==> src/rtl/cpu_timing_gen.sv <==
// cpu_timing_gen: 7 MHz enable, raster counters, frame interrupt, ULA contention
// and 3.5 MHz-aligned speed retiming, all derived from clk_28.
module cpu_timing_gen #(
    parameter int H_TOTAL    = 448,
    parameter int V_TOTAL    = 312,
    parameter int V_ACTIVE   = 192,
    parameter int CONT_START = 0,
    parameter int INT_LINE   = 248,
    parameter int INT_LEN    = 64
) (
    input  logic       clk_28,
    input  logic       reset_n,
    input  logic [1:0] cpu_speed_req,
    input  logic       contention_en,
    input  logic       cpu_req_contended,
    output logic       ce_7,
    output logic [8:0] hc,
    output logic [8:0] vc,
    output logic [1:0] cpu_speed,
    output logic       cpu_clk_lsb,
    output logic       cpu_contend,
    output logic       int_n
);
    localparam logic [8:0] H_LAST = 9'(H_TOTAL - 1);
    localparam logic [8:0] V_LAST = 9'(V_TOTAL - 1);
    localparam logic [8:0] VA     = 9'(V_ACTIVE);
    localparam logic [8:0] CS     = 9'(CONT_START);
    localparam logic [8:0] INT_VC = 9'(INT_LINE);
    localparam logic [8:0] INT_HC = 9'(INT_LEN);
    localparam logic       INT_EN = INT_LINE < V_TOTAL;

    // An interrupt pulse must never straddle the end of a line.
    if (INT_LEN >= H_TOTAL) begin : g_int_len_check
        $error("cpu_timing_gen: INT_LEN must be less than H_TOTAL");
    end

    logic [1:0] phase_q, phase_d;
    logic       ce_7_q, ce_7_d;
    logic [8:0] hc_q, hc_d, vc_q, vc_d;
    logic [1:0] speed_q, speed_d;
    logic       lsb_q, lsb_d;
    logic       contend_q, contend_d;
    logic       int_n_q, int_n_d;
    logic       tick;
    logic [8:0] hc_nx, vc_nx, off;
    logic [1:0] speed_nx;
    logic       contend_nx, int_n_nx;

    always_comb begin
        tick       = phase_q == 2'd3;
        phase_d    = phase_q + 2'd1;
        ce_7_d     = tick;
        hc_nx      = (hc_q == H_LAST) ? 9'd0 : hc_q + 9'd1;
        vc_nx      = (hc_q != H_LAST) ? vc_q : (vc_q == V_LAST) ? 9'd0 : vc_q + 9'd1;
        speed_nx   = hc_nx[0] ? speed_q : cpu_speed_req;
        off        = hc_nx - CS;
        // 6 stretched / 2 free T-states per 8, only while the new speed is 3.5 MHz
        contend_nx = contention_en && cpu_req_contended && (speed_nx == 2'd0) &&
                     (vc_nx < VA) && (off < 9'd256) && (off[3:1] <= 3'd5);
        int_n_nx   = !(INT_EN && (vc_nx == INT_VC) && (hc_nx < INT_HC));
        hc_d       = tick ? hc_nx : hc_q;
        vc_d       = tick ? vc_nx : vc_q;
        speed_d    = tick ? speed_nx : speed_q;
        lsb_d      = tick ? hc_nx[0] : lsb_q;
        contend_d  = tick ? contend_nx : contend_q;
        int_n_d    = tick ? int_n_nx : int_n_q;
    end

    always_ff @(posedge clk_28 or negedge reset_n) begin
        if (!reset_n) begin
            phase_q   <= 2'd0;
            ce_7_q    <= 1'b0;
            hc_q      <= 9'd0;
            vc_q      <= 9'd0;
            speed_q   <= 2'd0;
            lsb_q     <= 1'b0;
            contend_q <= 1'b0;
            int_n_q   <= 1'b1;
        end else begin
            phase_q   <= phase_d;
            ce_7_q    <= ce_7_d;
            hc_q      <= hc_d;
            vc_q      <= vc_d;
            speed_q   <= speed_d;
            lsb_q     <= lsb_d;
            contend_q <= contend_d;
            int_n_q   <= int_n_d;
        end
    end

    assign ce_7        = ce_7_q;
    assign hc          = hc_q;
    assign vc          = vc_q;
    assign cpu_speed   = speed_q;
    assign cpu_clk_lsb = lsb_q;
    assign cpu_contend = contend_q;
    assign int_n       = int_n_q;
endmodule

==> config.mk <==
export PLATFORM = sky130hd
export DESIGN_NAME = cpu_timing_gen
export DESIGN_NICKNAME = d
export VERILOG_FILES = /design/src/rtl/cpu_timing_gen.sv
export SDC_FILE = /design/constraint.sdc
export NUM_CORES = 1
export LEC_CHECK = 0
export ABC_CLOCK_PERIOD_IN_PS = 2100
export CORE_MARGIN = 2
export CORE_UTILIZATION = 60
export CTS_CLUSTER_SIZE = 10
export DETAILED_ROUTE_END_ITERATION = 7
export DONT_BUFFER_PORTS = 1
export GPL_TIMING_DRIVEN = 0
export PLACE_DENSITY = 0.76
export SYNTH_ARGS = -nofsm -noshare
export SYNTH_HDL_FRONTEND = slang
export SYNTH_SLANG_ARGS = --single-unit
==> constraint.sdc <==
create_clock -name clk_28 -period 2.1 [get_ports clk_28]
set_input_delay 0.105 -clock clk_28 [delete_from_list [all_inputs] [get_ports clk_28]]
set_output_delay 0.105 -clock clk_28 [all_outputs]
set_load 0.005 [all_outputs]
# Word-level counts from Yosys, hierarchy flattened
# Cells that the tools add are included.
totals:
  ff_bits: 26
  latch_bits: 0
  ramBits: 0
  mem_bits_ro: 0
  out_inout_bits: 24
  elab_cells: 32
  mem_count: 0
op_classes:
  addsub: 3
  multipliers: 0
  div_mod_pow: 0
  magnitude_cmp: 4
  eq_ne: 5
  shifts: 0
  mux: 4
  bitwise_logic: 0
  reduce_logical: 8
ops:
  columns: ["op", "n"]
  rows:
  - ["two-way mux 9 bit", 3]
  - ["adder 9 x 1 -> 9 bit, second input constant", 2]
  - ["== test 9 bit, second input constant", 2]
  - ["== test 9 x 8 -> 1 bit, second input constant", 1]
  - ["< comparator 9 x 7 -> 1 bit, second input constant", 1]
  - ["< comparator 9 x 8 -> 1 bit, second input constant", 1]
  - ["< comparator 9 bit, second input constant", 1]
  - ["!= test 9 bit, second input constant", 1]
  - ["logical AND 1 bit", 6]
  - ["<= comparator 3 bit, second input constant", 1]
  - ["adder 2 x 1 -> 2 bit, second input constant", 1]
  - ["== test 2 bit, second input constant", 1]
  - ["zero test 2 bit", 1]
  - ["two-way mux 2 bit", 1]
  - ["zero test 1 bit", 1]

# Depth between registers and ports, before layout
# Gate-level depths: netlist of run 1.
logic_depth:
  ltp_word: 8
  mapped_depth: 8

# Worst setup path before layout of run 1
# OpenSTA, ideal clock, no wires.
synth_timing:
  kind: "register to register"
  start: "register hc_q[1], in the netlist hc[1]"
  end: "register contend_q, in the netlist cpu_contend"
  setup_time_ps: 122
  arrival_ps: 1869
  setup_slack_ps: 109
  path_stages_with_launch: 9
  synth_period_minus_slack_ps: 1991
  path_cell_list: "dfrtp_1 -> ha_1 -> and4b_4 -> and2_4 -> buf_8 -> o21ai_0 -> o41ai_1 -> and4_1 -> a32o_1"
synth_via:
  elab_chain_len: 8
  word_cells_on_any_way: 14
  cone_classes: "1 x add/sub; 3 x order compare; 2 x eq/ne; 3 x mux; 5 x reduce/logical"
synth_rtl:
  columns: ["element", "line_no", "source"]
  rows:
  - ["start, declared", "39", "logic [8:0] hc_q, hc_d, vc_q, vc_d;"]
  - ["start signal, assigned", "73", "hc_q <= 9'd0;"]
  - ["start signal, assigned", "82", "hc_q <= hc_d;"]
  - ["parallel branches: the longest is 7 deep, another holds adder 9 x 1 -> 9 bit", null, null]
  - ["logical AND 1 bit (*)", "59", "(vc_nx < VA) && (off < 9'd256) && (off[3:1] <= 3'd5);"]
  - ["end signal, assigned", "86", "contend_q <= contend_d;"]
  - ["end, declared", "42", "logic contend_q, contend_d;"]
# Mark *: on every way between the ends.
# A chain may end at the register's enable or synchronous reset.

# Worst setup path after layout of run 1
# Same ends and word-level chain as after synthesis.

==> results by group, run 1 <==
GRT
  • Vias in the first global route: 1164
  • Initial antenna violation count: 0
  • Tot GR Track Use: 24.0%
  • Remaining global-route overflow: 0
  • Largest net degree at the start of global routing: 26
  • First-pass GRT wire length: 5060 um

Pwr
  • Leak pwr: 0.667 nW
  • Total power divided by cell area: 439 mW/mm^2
  • Clk pwr share: 30.6%
  • Switching Power: 0.162 mW
  • Worst IR Drop VDD: 0.424 mV
  • Pwr Total: 0.730 mW
  • Comb pwr share: 2.9%
  • Internal power: 0.568 mW
  • Switching fraction of total power: 22.2%
  • Sequential Power Share: 66.5%

Critical path
  • WP data required: 2.33 ns
  • Kind of critical path: flop to flop
  • Worst r2r src: hc[1]
  • CP Launch Point: hc[1]
  • CP Max Fanout: 10
  • Startpoint Class: flop
  • Critical path data arrival time: 2.26 ns
  • Crit end category: flop

CTS
  • H-Tree Depth: 1
  • CTS buffer count: 3
  • Worst skew pair latency: 0.33 ns
  • CTS clock-pin slew for the worst setup and hold paths: 0.13 ns
  • CTS tree: yes
  • Clock Path Buffers: 2
  • CTS sink count: 25
  • CTS root buffer: clkbuf_4

Timing
  • Setup violators final: 0
  • Slew @ Worst Pin: 0.533 ns
  • Slew headroom: 64.5%
  • Final hold slack: 0.133 ns
  • Period utilization: 96.4%
  • Final Hold Violating Endpoints: 0
  • Highest clock rate: 494 MHz
  • Max Slew Vio Count: 0
  • Setup_tns: 0 ns
  • Clock skew: 0.000979 ns
  • Tmin final: 2.02 ns
  • RSZ-0062 raised after global routing: no
  • Fin worst setup slack: 0.0762 ns

Logic synthesis
  • Synth async-reset ratio: 100%
  • Syn. warnings: 0
  • Syn_area_per_cell: 9.75 um^2
  • Post-Synthesis Net Count: 165
  • Count of different cell masters after synthesis: 44
  • Post-synth EDFFs: 0
  • Yosys top cell by area: dfrtp_1
  • Synthesized flop and latch total: 25
  • Cell count after synthesis: 156
  • Synth Cell Area: 0.00152 mm^2
  • Top cells by area, synth: dfrtp_1 39%, mux2_2 5.2%, nand2_1 4.4%
  • Sequential share of the synthesized area: 41.2%
  • Post-synth top area share: 39.5%
  • Main synth FF type: dfrtp_1

Routing
  • WL final: 3260 um
  • DRC: 0
  • Routed Antenna Nets: 0
  • Routed vias/inst: 6.24
  • 1st-iter DRT viols: 39
  • Vias: 1216
  • Wire per inst: 16.7 um
  • First-pass detailed-route iteration total: 4

Min path
  • Hold Crit Class: input port to flop
  • Hold Crit Start: cpu_req_contended

Layout
  • Most common cell after layout, fill and taps aside: dfrtp_1
  • Post-layout instance area: 0.00166 mm^2
  • FILL cells: 194
  • Share of cells above drive strength 1: 18.2%
  • Most frequent cells in the layout: 23 x dfrtp_1, 18 x nand2_1, 12 x nor2_1
  • # diodes: 0
  • Final nets: 175
  • Synthesis-to-layout area growth: 9.21%

Placed design
  • # port buffers: 0
  • DP Worst Slack: -0.107 ns
  • Gpl congestion: 0.875
  • Post-DP HPWL: 2280 um
  • Dpl cell area: 0.00156 mm^2

Floorplanning
  • Placement Rows: 18
  • Die Height: 54.4 um
  • Die width: 54.4 um
  • Ports: 30
  • Total core area: 0.00243 mm^2
  • DIE AREA: 0.00295 mm^2
  • Initial Utilization: 62.6%

Flow run
  • Maxcap violations: 0

Outcome
  • Status: finished, final reports clean
==> what timing repair did <==
item	4_1_cts	5_1_grt
resized for setup	3	2
buffers inserted	0	1
hold endpoints to repair	27	0
hold buffers	4	0
setup endpoints to repair	5	2
==> sequential cells by signal, indices dropped and copies added (netlist names) <==
name         count
ce_7             1
cpu_contend      1
cpu_speed        2
hc               9
int_n            1
phase_q          2
vc               9
==> cells by family after synthesis <==
kind of cell | share of synthesized area, %
buffers and inverters | 4.28
muxes | 7.15
xor gates and xnor gates | 5.18
and+or+nand+nor | 23.5
DFF | 41.2
adders and majority gates | 2.47
AOI/OAI and AO/OA | 16.2
==> metal layers <==
layer	share of wire, %	GRT usage (%)
met1	43	31.2
met2	49	39.6
met3	6.0	5.74
met4	1.5	7.50
met5	0	0
==> worst max-delay path, stage by stage, from the launching register on <==
cell     delay (ns)
dfrtp_2        0.50
ha_4           0.21
and4b_4        0.22
and2_4         0.17
buf_8          0.14
o21ai_1        0.13
o41ai_1        0.09
and4_1         0.21
a32o_1         0.25
==> stage by stage <==
step,util (%),cells
2_1_floorplan,-,156
3_3_place_gp,64.1,186
3_5_place_dp,64.1,186
4_1_cts,67.8,194
5_1_grt,68.3,195
6_report,68.3,195
==> worst paths after layout <==
path / slack (ns) / to / cells after the start
setup / recovery: 0.08 / cpu_contend / 8
hold / removal: 0.13 / cpu_contend / 2
setup reg to reg: 0.08 / cpu_contend / 8
hold reg to reg: 0.43 / phase_q[0] / 1
max in group asynchronous: 1.69 / int_n / 2
min in group asynchronous: 0.19 / vc[3] / 2
==> area by class of cell <==
type                            instances  area, um^2  share of cell area [%]
Multi-Input combinational cell        121         847                    51.0
Timing Repair Buffer                    5        57.6                    3.46
Inverter                                3        11.3                   0.678
Sequential cell                        25         628                    37.8
Buffer                                  7        53.8                    3.24
Tap cell                               30        37.5                    2.26
Clock buffer                            4        26.3                    1.58
==> power groups by stage <==
stage / sequential (mW) / combinational [mW] / clock [mW]
6_report: 0.485 / 0.0211 / 0.223
2_1_floorplan: 0.494 / 0.00270 / 0
5_1_grt: 0.486 / 0.0242 / 0.245
4_1_cts: 0.485 / 0.0216 / 0.226
3_3_place_gp: 0.495 / 0.00294 / 0
3_5_place_dp: 0.495 / 0.00312 / 0
==> cells in the mapped netlist (2+ instances only) <==
cell	n
nand4_1	4
a31oi_1	5
nor3b_1	2
xor2_1	2
nor2_1	12
o41ai_1	2
ha_1	3
clkbuf_1	2
nor3_1	3
o21ai_0	9
nand3_1	9
inv_1	3
mux2_2	7
mux2i_1	3
xnor2_1	7
buf_2	2
o31ai_1	5
dfrtp_1	24
nand2_1	18
nor2b_1	2
and4_1	2
a21oi_1	7
nand2_4	2
(Power assumes the default switching activity.)
==> run 2: changes to the inputs <==
==> constraint.sdc (replaced) <==
create_clock -name clk_28 -period 2.1 [get_ports clk_28]
set_input_delay 0.42 -clock clk_28 [delete_from_list [all_inputs] [get_ports clk_28]]
set_output_delay 0.42 -clock clk_28 [all_outputs]
set_load 0.005 [all_outputs]
==> results by group, run 2 (synthesized netlist as in run 1, its figures left out) <==
Outcome
  • Status: finished, final reports clean

Routing
  • Vias: 1210
  • First-pass detailed-route iteration total: 4
  • 1st-iter DRT viols: 40
  • Routed vias/inst: 6.27
  • WL final: 3240 um
  • Wire per inst: 16.8 um
  • DRC: 0
  • Routed Antenna Nets: 0

Layout
  • Most frequent cells in the layout: 23 x dfrtp_1, 18 x nand2_1, 12 x nor2_1
  • Most common cell after layout, fill and taps aside: dfrtp_1
  • Final nets: 173
  • Synthesis-to-layout area growth: 7.89%
  • Share of cells above drive strength 1: 18.4%
  • Final core occ: 67.5%
  • # diodes: 0

Critical path
  • Startpoint Class: flop
  • Cell Chain, Critical Path: ha_4 -> and4b_4 -> and2_4 -> buf_8 -> o21ai_1 -> o41ai_1 -> and4_1 -> a32o_1
  • Slowest cell on the critical path: dfrtp_2
  • Buf+Inv Stages, Crit Path: 1
  • Kind of critical path: flop to flop
  • CP Max Fanout: 10
  • Crit path max-delay family: simple AND/OR/NAND/NOR gates
  • Max incr delay on CP: 0.50 ns
  • Crit end category: flop
  • Critical path data arrival time: 2.25 ns
  • WP data required: 2.33 ns

Timing
  • Clock skew: 0.00446 ns
  • Max Slew Vio Count: 0
  • Final hold slack: 0.233 ns
  • Final Hold Violating Endpoints: 0
  • Tmin final: 2.02 ns
  • Highest clock rate: 494 MHz
  • Slew headroom: 64.7%
  • Slew @ Worst Pin: 0.530 ns
  • Setup violators final: 0
  • Period utilization: 96.3%
  • RSZ-0062 raised after global routing: no

Pwr
  • Worst IR Drop VDD: 0.424 mV
  • Leak pwr: 0.659 nW
  • Internal power: 0.565 mW
  • Switching Power: 0.159 mW
  • Clk pwr share: 30.5%
  • Total power divided by cell area: 441 mW/mm^2
  • Pwr Total: 0.724 mW
  • Comb pwr share: 2.5%
  • Switching fraction of total power: 22.0%
  • Sequential Power Share: 67.0%

GRT
  • Tot GR Track Use: 23.8%
  • Remaining global-route overflow: 0
  • GRT busiest layer: met2
  • Met2 global-route usage: 38.8%
  • Largest net degree at the start of global routing: 26
  • Vias in the first global route: 1149
  • Initial antenna violation count: 0
  • First-pass GRT wire length: 5020 um
  • GR Util met1: 31.2%
  • Routing usage on met3: 5.74%

CTS
  • CTS buffer count: 3
  • CTS root buffer: clkbuf_4
  • H-Tree Depth: 1
  • CTS clock-pin slew for the worst setup and hold paths: 0.13 ns
  • Clock Path Buffers: 2
  • Worst skew pair latency: 0.33 ns
  • CTS sink count: 25
  • CTS tree: yes

Floorplanning
  • Ports: 30
  • Total core area: 0.00243 mm^2
  • Die width: 54.4 um
  • Initial Utilization: 62.6%
  • Die Height: 54.4 um
  • Placement Rows: 18
  • DIE AREA: 0.00295 mm^2

Placed design
  • Gpl congestion: 0.875
  • # port buffers: 0
  • Post-DP HPWL: 2280 um

Min path
  • Hold Crit Class: input port to flop

Flow run
  • Maxcap violations: 0
[run 2: cell types whose count changed in the layout (fill, tap and decap cells not counted), sizes merged]
cell	delta
dlygate4sd3	-2
[run 2: power groups by stage]
stage                     Clock, mW  Combinational (mW)  Sequential [mW]
after floorplan                   0             0.00270            0.494
after global routing          0.245              0.0211            0.486
after global placement            0             0.00294            0.495
after detailed placement          0             0.00312            0.495
final                         0.221              0.0181            0.485
after CTS                     0.226              0.0188            0.485
[run 2: timing repair]
action | in CTS | in global routing
setup endpoints to repair | 5 | 2
gates resized for setup | 3 | 2
buffers inserted | 0 | 1
hold endpoints to repair | 25 | 0
hold buffers | 2 | 0
[run 2: area by class of cell]
type | instances | area, um^2
multi-input combinational | 121 | 847
fill | 198 | 791
clock buffer | 4 | 26.3
inverter | 3 | 11.3
timing repair buffer | 3 | 37.5
tap | 30 | 37.5
sequential | 25 | 628
buffer | 7 | 53.8
[run 2: routing by layer]
layer,vias up,routed length [um],part of all wire [%]
li1,586,-,-
met1,568,1390,43
met2,51,1560,48
met3,5,238,7.4
met4,0,48,1.5
met5,-,0,0
[run 2: path summary, 6_finish.rpt]
kind                                   from           end  slack, ns  depth (start not counted)
max                                   hc[1]   cpu_contend       0.08                          8
min                        cpu_speed_req[0]  cpu_speed[0]       0.23                          1
max reg2reg                           hc[1]   cpu_contend       0.08                          8
min reg2reg                      phase_q[0]    phase_q[0]       0.43                          1
max in group asynchronous           reset_n         int_n       1.38                          2
min in group asynchronous           reset_n         vc[7]       0.50                          2
[run 2: metrics by stage]
step	setup slack, ns	std cells	cell area (um^2)	setup TNS (ns)
floorplan	0.109	156	1520	0
global placement	-0.0555	186	1560	-0.0862
detailed placement	-0.107	186	1560	-0.291
CTS	0.0165	192	1630	0
global route	0.00300	193	1640	0
finish	0.0775	193	1640	0
==> run 3: changes to the inputs <==
Settings changed: ABC_CLOCK_PERIOD_IN_PS 2100 to 1900, CTS_CLUSTER_DIAMETER set to 150.
Clock period 2.1 ns to 1.9 ns, I/O delays scaled along.
==> results by group, run 3 (synthesized netlist as in run 1, its figures left out) <==
Outcome
  • Status: finished, violations left
  • Violated checks: setup timing

Timing
  • Fin worst setup slack: -0.0333 ns
  • Slew headroom: 71.3%
  • RSZ-0062 raised after global routing: yes
  • Setup violators final: 3
  • Slew @ Worst Pin: 0.431 ns
  • Tmin final: 1.93 ns
  • Period utilization: 102%
  • Max Slew Vio Count: 0
  • Final Hold Violating Endpoints: 0
  • Highest clock rate: 517 MHz
  • Clock skew: 0.00634 ns

GRT
  • First-pass GRT wire length: 5110 um
  • Remaining global-route overflow: 0
  • Tot GR Track Use: 23.7%
  • Vias in the first global route: 1231
  • Initial antenna violation count: 0
  • Largest net degree at the start of global routing: 26

Floorplanning
  • DIE AREA: 0.00295 mm^2
  • Initial Utilization: 62.6%
  • Die Height: 54.4 um
  • Placement Rows: 18
  • Ports: 30
  • Total core area: 0.00243 mm^2
  • Die width: 54.4 um

Layout
  • Final nets: 176
  • Share of cells above drive strength 1: 25.9%
  • Most frequent cells in the layout: 21 x dfrtp_1, 18 x nand2_1, 10 x nor2_1
  • Area occupied by multi-input gates: 886 um^2
  • Most common cell after layout, fill and taps aside: dfrtp_1
  • # diodes: 0
  • FILL cells: 195
  • Synthesis-to-layout area growth: 12.3%
  • FF/Latch Area: 631 um^2

Critical path
  • Cell Chain, Critical Path: ha_4 -> and4b_4 -> and2_4 -> buf_8 -> buf_4 -> o21ai_4 -> mux2_2
  • Worst reg2reg path depth: 7
  • Critical path data arrival time: 2.15 ns
  • Buf+Inv Stages, Crit Path: 2
  • WP data required: 2.12 ns
  • Crit end category: flop
  • Startpoint Class: flop
  • Slowest cell on the critical path: dfrtp_2
  • CP Max Fanout: 8
  • Levels on crit path: 7
  • Crit path max-delay family: flip-flops
  • Max incr delay on CP: 0.50 ns
  • Kind of critical path: flop to flop

Pwr
  • Total power divided by cell area: 465 mW/mm^2
  • Internal power: 0.621 mW
  • Switching Power: 0.173 mW
  • Worst IR Drop VDD: 0.432 mV
  • Switching fraction of total power: 21.8%
  • Leak pwr: 0.679 nW
  • Pwr Total: 0.795 mW
  • Clk pwr share: 29.9%
  • Sequential Power Share: 67.6%
  • Comb pwr share: 2.6%

CTS
  • CTS buffer count: 3
  • CTS sink count: 25
  • CTS root buffer: clkbuf_4
  • Clock Path Buffers: 2
  • CTS tree: yes
  • Worst skew pair latency: 0.31 ns
  • CTS clock-pin slew for the worst setup and hold paths: 0.14 ns
  • H-Tree Depth: 1

Flow run
  • Maxcap violations: 0

Min path
  • Hold Crit Class: input port to flop
  • Hold-critical path depth: 1

Placed design
  • Gpl congestion: 0.860
  • Post-DP HPWL: 2310 um
  • # port buffers: 0
  • DP Worst Slack: -0.119 ns

Routing
  • WL final: 3280 um
  • Routed Antenna Nets: 0
  • 1st-iter DRT viols: 38
  • First-pass detailed-route iteration total: 4
  • Vias: 1251
  • DRC: 0
  • Routed vias/inst: 6.38
  • Wire per inst: 16.7 um
[run 3: path summary, 6_finish.rpt]
| path | start | to | slack (ns) |
|---|---|---|---|
| setup / recovery | hc[1] | cpu_speed[0] | -0.03 |
| max in group asynchronous | reset_n | int_n | 1.20 |
| hold / removal | cpu_speed_req[1] | cpu_speed[1] | 0.20 |
| min in group asynchronous | reset_n | vc[2] | 0.47 |
| hold reg to reg | phase_q[0] | phase_q[0] | 0.43 |
| setup reg to reg | hc[1] | cpu_speed[0] | -0.03 |
[run 3: routing by layer]
metal  global-route usage (%)  up-vias  wire (um)
met1                     29.7      609       1470
met5                        0        -          0
met3                     4.37        2        205
met2                     42.4       45       1590
met4                     5.00        0         15
li1                         -      595          -
[run 3: what timing repair did]
action / 4_1_cts / 5_1_grt
hold endpoints to repair: 25 / 0
resized for setup: 3 / 15
setup buffers: 2 / 2
setup endpoints to repair: 5 / 9
pin swaps: 4 / 6
hold buffers: 2 / 0
gates cloned: 0 / 0
[run 3: power by group through the flow]
stage | clock, mW | combinational [mW] | sequential, mW
CTS | 0.247 | 0.0207 | 0.537
detailed placement | 0 | 0.00334 | 0.547
finish | 0.237 | 0.0206 | 0.537
global placement | 0 | 0.00322 | 0.547
floorplan | 0 | 0.00299 | 0.546
global route | 0.264 | 0.0241 | 0.537
[run 3: final cells by class]
| type | instances | share of cell area, % |
|---|---|---|
| Buffer | 7 | 3.22 |
| Timing Repair Buffer | 6 | 3.52 |
| Multi-Input combinational cell | 121 | 51.9 |
| Clock buffer | 3 | 1.32 |
| Sequential cell | 25 | 36.9 |
| Tap cell | 30 | 2.20 |
| Clock inverter | 1 | 0.293 |
| Inverter | 3 | 0.659 |
[run 3: stage by stage]
stage / hold slack, ns / setup TNS (ns) / utilization (%) / area, um^2 / instances
CTS: 0.197 / -0.0698 / 67.7 / 1650 / 194
finish: 0.205 / -0.0800 / 70.2 / 1710 / 196
global route: 0.190 / -0.433 / 70.2 / 1710 / 196
global placement: 0.0849 / -0.259 / 64.7 / 1570 / 186
floorplan: 0.0844 / 0 / - / 1540 / 156
detailed placement: 0.0849 / -0.466 / 64.7 / 1570 / 186
